<file path="src/rtl/sram_rw_master.sv">
// Request-side controller for the 1024x64 single-port SRAM macro wrapper.
// Issues reads/writes from a valid/ready channel and returns read data through a credit-guarded FIFO.
module sram_rw_master #(
    parameter int AW        = 10,
    parameter int DW        = 64,
    parameter int RSP_DEPTH = 2
) (
    input  logic          i_clk,
    input  logic          i_rst_n,

    input  logic          i_req_valid,
    output logic          o_req_ready,
    input  logic          i_req_we,
    input  logic [AW-1:0] i_req_addr,
    input  logic [DW-1:0] i_req_wdata,
    input  logic [DW-1:0] i_req_mask,

    output logic          o_rsp_valid,
    input  logic          i_rsp_ready,
    output logic [DW-1:0] o_rsp_rdata,

    output logic          o_sram_cen,
    output logic          o_sram_wen,
    output logic [DW-1:0] o_sram_bit_mask,
    output logic [AW-1:0] o_sram_addr,
    output logic [DW-1:0] o_sram_wdata,
    input  logic [DW-1:0] i_sram_rdata,

    output logic          o_busy
);

    localparam int PW  = (RSP_DEPTH > 1) ? $clog2(RSP_DEPTH) : 1;
    localparam int CW  = $clog2(RSP_DEPTH + 1);
    localparam int CW1 = CW + 1;

    localparam logic [CW1-1:0] LP_DEPTH_EXT = CW1'(RSP_DEPTH);
    localparam logic [CW-1:0]  LP_FULL      = CW'(RSP_DEPTH);
    localparam logic [PW-1:0]  LP_LAST      = PW'(RSP_DEPTH - 1);

    logic [DW-1:0]  r_mem [RSP_DEPTH];
    logic [PW-1:0]  r_wr_ptr;
    logic [PW-1:0]  r_rd_ptr;
    logic [CW-1:0]  r_cnt;
    logic           r_infl;

    logic           w_push;
    logic           w_pop;
    logic           w_rd_credit;
    logic           w_acc_core;
    logic           w_acc;
    logic           w_wr_acc;
    logic [CW1-1:0] w_outstanding;
    logic [PW-1:0]  w_wr_ptr_nxt;
    logic [PW-1:0]  w_rd_ptr_nxt;

    // A read may only be issued if its data is guaranteed a FIFO slot when it lands.
    assign w_push        = r_infl;
    assign w_pop         = o_rsp_valid && i_rsp_ready;
    assign w_outstanding = {1'b0, r_cnt} + CW1'(r_infl) - CW1'(w_pop);
    assign w_rd_credit   = (w_outstanding < LP_DEPTH_EXT);

    // Flop inputs use the ungated acceptance; reset already holds every flop, so only
    // the outputs need the explicit reset gating.
    assign w_acc_core = i_req_valid && (i_req_we || w_rd_credit);
    assign w_acc      = w_acc_core && i_rst_n;
    assign w_wr_acc   = w_acc && i_req_we;

    assign o_req_ready     = i_rst_n && (i_req_we || w_rd_credit);
    assign o_sram_cen      = w_acc;
    assign o_sram_wen      = w_wr_acc;
    assign o_sram_bit_mask = w_wr_acc ? i_req_mask : '0;
    assign o_sram_addr     = i_req_addr;
    assign o_sram_wdata    = i_req_wdata;

    assign o_rsp_valid = (r_cnt != '0);
    assign o_rsp_rdata = r_mem[r_rd_ptr];
    assign o_busy      = r_infl || (r_cnt != '0);

    assign w_wr_ptr_nxt = (r_wr_ptr == LP_LAST) ? '0 : r_wr_ptr + PW'(1);
    assign w_rd_ptr_nxt = (r_rd_ptr == LP_LAST) ? '0 : r_rd_ptr + PW'(1);

    always_ff @(posedge i_clk or negedge i_rst_n) begin
        if (!i_rst_n) begin
            r_infl   <= 1'b0;
            r_cnt    <= '0;
            r_wr_ptr <= '0;
            r_rd_ptr <= '0;
        end else begin
            r_infl <= w_acc_core && !i_req_we;
            if (w_push) begin
                r_wr_ptr <= w_wr_ptr_nxt;
            end
            if (w_pop) begin
                r_rd_ptr <= w_rd_ptr_nxt;
            end
            case ({w_push, w_pop})
                2'b10:   r_cnt <= r_cnt + CW'(1);
                2'b01:   r_cnt <= r_cnt - CW'(1);
                default: r_cnt <= r_cnt;
            endcase
        end
    end

    // Data storage needs no reset: an entry is only visible once counted in r_cnt.
    always_ff @(posedge i_clk) begin
        if (w_push) begin
            r_mem[r_wr_ptr] <= i_sram_rdata;
        end
    end

`ifndef SYNTHESIS
    a_no_overflow: assert property (@(posedge i_clk) disable iff (!i_rst_n)
        !(w_push && !w_pop && (r_cnt == LP_FULL)));
`endif

endmodule
</file>
<file path="config.mk">
export PLATFORM = sky130hd
export DESIGN_NAME = sram_rw_master
export DESIGN_NICKNAME = d
export VERILOG_FILES = /design/src/rtl/sram_rw_master.sv
export SDC_FILE = /design/constraint.sdc
export NUM_CORES = 1
export LEC_CHECK = 0
export BUFFER_PORTS_ARGS = -buffer_cell sky130_fd_sc_hd__buf_4
export CELL_PAD_IN_SITES_DETAIL_PLACEMENT = 2
export CELL_PAD_IN_SITES_GLOBAL_PLACEMENT = 2
export CORE_AREA = 2 2 162 164
export DETAILED_ROUTE_END_ITERATION = 7
export DIE_AREA = 0 0 164 166
export PLACE_DENSITY_LB_ADDON = 0.15
export SYNTH_ARGS = -nofsm -noshare
export SYNTH_HDL_FRONTEND = slang
export SYNTH_SLANG_ARGS = --single-unit
</file>
<file path="constraint.sdc">
create_clock -name i_clk -period 5.4 [get_ports i_clk]
set_input_delay 0.54 -clock i_clk [delete_from_list [all_inputs] [get_ports i_clk]]
set_output_delay 0.54 -clock i_clk [all_outputs]
set_load 0.02 [all_outputs]
</file>
==> reports/summary.md <==
Status
• **status** completed

Worst setup path
• **Crit. End Element** primary output
• **critical path depth in cells** 5
• **crit path DAT** 2.49 ns
• **number of buffer and inverter instances along the worst setup path** 3
• **slack of the worst reg-to-reg path** 3.50 ns
• **Largest stage delay, worst path** 0.80 ns
• **cell at the slowest stage of the critical path** sky130_fd_sc_hd__and3_2
• **cell type with the highest occurrence count on the critical path** sky130_fd_sc_hd__buf_4
• **length in cells of the worst reg-to-reg path** 2
• **worst r2r src** r_infl
• **worst reg2reg path endpoint** r_mem[0][13]
• **crit path cell chain** dlygate4sd3_1, buf_4, and3_2, and2_1, buf_4
• **worst setup path class** in2out
• **worst path required time** 4.86 ns
• **endpoint of the most critical setup path** o_sram_bit_mask[8]
• **crit path launch** i_rst_n
• **category of cells accounting for the largest share of critical-path delay** simple AND/OR/NAND/NOR gates
• **crit path max fanout** 65
• **sort of element at the start of the critical path** primary input

Die
• **Die Area** 27200 sq um
• **row count** 59
• **y dimension of the die** 166 microns
• **I/O Pins** 414
• **floorplan core area** 25600 sq um
• **effective utilization at floorplan** 0.241
• **chip width** 164 microns

STA
• **achievable clock frequency** 0.330 GHz
• **measured slew at the worst slew-check pin** 0.981 ns
• **Final Skew** 0.0140 ns
• **crit share post-route** 0.561
• **Setup Viol. Count Final** 0
• **Max Slew Vio Count** 0
• **final sum of negative setup slack** 0 ns
• **least setup slack across all paths after layout** 2.37 ns
• **final critical delay including setup and external delays** 3.03 ns
• **Slew HR** 0.346
• **unrepaired setup endpoints after global routing** false
• **final hold violations** 0

Routing
• **DRT iter0 DRCs** 129
• **number of search-and-repair iterations in the first detailed-routing pass** 4
• **DRC Markers** 0
• **Avg Vias per Cell** 4.04
• **antenna-violating nets left** 0
• **Total Wirelength** 20800 microns
• **total number of vias** 3730
• **wire length per cell** 22.6 microns

Cells and area
• **number of inserted filler cells in the final layout** 2679
• **layout cell share with drive strength beyond 1** 0.621
• **nets@finish** 784
• **final instance count without filler cells** 924
• **area added between synthesis and finish** 37.2%

Global routing
• **number of antenna violations at the first check in global routing** 2
• **largest net degree at the start of global routing** 66
• **first-pass GRT wire length** 28900 microns
• **global routing usage summed across all routing layers** 0.151
• **total grt overflow** 0
• **via count of the first global-routing pass** 4175

Hold path
• **hold-critical path depth** 1
• **class of the tightest hold or removal check** in2reg

Yosys
• **cell with the most instances after synthesis** sky130_fd_sc_hd__edfxtp_1
• **number of instances in the synthesized netlist** 377
• **FF+latch count, synth** 133
• **share of Yosys cell area claimed by the top area cell type** 0.622
• **post-synthesis cell area** 6180 sq um
• **mean area per synthesized cell** 16.4 sq um
• **Net Count, Synth** 586
• **library cell occupying the most area in the post-synthesis netlist** sky130_fd_sc_hd__edfxtp_1
• **count of warnings emitted by yosys** 0
• **top cell types by occurrence after synthesis** sky130_fd_sc_hd__edfxtp_1, sky130_fd_sc_hd__buf_4, sky130_fd_sc_hd__and2_1
• **proportion of register bits with asynchronous set or reset after synthesis** 0.0376
• **sequential area share after synthesis** 0.642
• **number of flops mapped to enable cells by yosys** 128
• **number of different library cells in the post-synthesis netlist** 25
• **top cells by area, synth** sky130_fd_sc_hd__edfxtp_1, sky130_fd_sc_hd__mux2_4, sky130_fd_sc_hd__buf_4, sky130_fd_sc_hd__and2_1, sky130_fd_sc_hd__mux2_2
• **prevailing post-synth register cell** sky130_fd_sc_hd__edfxtp_1

Placement
• **Placement Setup Slack** 2.79 ns
• **placer's final routability congestion estimate** 0.740
• **detailed-placement wirelength estimate** 16200 microns
• **number of instances in the placed design** 890
• **total of buffers placed on input and output ports** 265

Clocking
• **clock buffers created by TritonCTS** 17
• **register clock-pin slew on the reported worst setup and hold paths** 0.06 ns
• **Skew-Pair Late Insertion Delay** 0.41 ns
• **CTS tree** built
• **number of resized instances in the post-cts repair step** 0
• **buffer type at the clock tree root** sky130_fd_sc_hd__clkbuf_16
• **clk sink count** 133
• **number of H-tree levels** 4
• **Max clock buf depth** 2

Run
• **maxcap violations** 0

Power and ir drop
• **worst-case vdd ir drop** 0.000199 V
• **total leakage power** 3.56 nW
• **power per standard cell area** 450 nW/um^2

-- cells by family (layout without fill, tap and decap cells) --
| logic type | after synthesis | after routing | share of synthesized area |
|---|---|---|---|
| flops | 133 | 133 | 0.642 |
| buf+inv | 91 | 302 | 0.116 |
| simple gates | 78 | 78 | 0.0778 |
| mux | 64 | 64 | 0.147 |
| xor+xnor | 5 | 5 | 0.00709 |
| compound gates | 4 | 4 | 0.00425 |
| fa+ha+maj | 2 | 2 | 0.00526 |
| other cells | 0 | 1 | 0 |
-- layout by cell type (no fill, tap or decap), types with 4 or more instances in the layout --
| cell type | n |
|---|---|
| sky130_fd_sc_hd__mux2_2 | 14 |
| sky130_fd_sc_hd__mux2_4 | 50 |
| sky130_fd_sc_hd__edfxtp_1 | 128 |
| sky130_fd_sc_hd__and2_1 | 64 |
| sky130_fd_sc_hd__dfrtp_1 | 4 |
| sky130_fd_sc_hd__clkbuf_16 | 17 |
| sky130_fd_sc_hd__buf_4 | 267 |
-- state kept, by name, summed over array words and instances, names as in the netlist --
register  count
r_cnt         2
r_infl        1
r_mem       128
r_rd_ptr      1
r_wr_ptr      1
-- worst reg2reg max path, delay by kind of cell (launching register included) --
kind	cells	cell delay [ns]
buffers and inverters	1	0.68
DFF	1	0.54
and+or+nand+nor	1	0.20
-- per-stage QoR --
step	cell area (sq um)	hold WS, ns	power, mW	util
2_1_floorplan	6180	0.244	2.34	-
3_3_place_gp	7910	0.364	2.74	0.309
3_5_place_dp	7910	0.367	2.76	0.309
4_1_cts	8470	0.277	3.89	0.331
5_1_grt	8470	0.278	4.01	0.331
6_report	8480	0.305	3.81	0.331
-- routing by layer --
metal,routed length (microns),GRT usage
met2,11000,0.272
met4,286,0.0454
met1,6650,0.140
met5,13,0.00727
met3,2850,0.0914
-- how the worst min path moves through the flow --
stage | startpoint | endpoint
final | i_sram_rdata[57] | r_mem[1][57]
after global placement | i_rst_n | r_wr_ptr
after floorplan | i_rst_n | r_cnt[0]
after global routing | i_sram_rdata[61] | r_mem[0][61]
after CTS | i_sram_rdata[34] | r_mem[0][34]
after detailed placement | i_rst_n | r_wr_ptr
-- power breakdown --
group / total (mW) / internal, mW / switching [mW]
logic: 1.29 / 0.649 / 0.637
registers: 1.43 / 1.30 / 0.122
clock network: 1.10 / 0.639 / 0.461
-- what timing repair did --
item | in CTS | in global routing
hold endpoints to repair | 5 | 0
hold buffers | 1 | 0
buffers inserted | 0 | 0
-- layout make-up --
cell class,count,area (sq um),area share
sequential,133,3970,0.469
multi-input combinational,153,1500,0.177
clock buffer,18,429,0.0506
inverter,2,7.51,0.000886
tap,335,419,0.0494
antenna,1,2.50,0.000295
timing repair buffer,268,2010,0.238
clock inverter,14,129,0.0152
(Power assumes the default switching activity.)
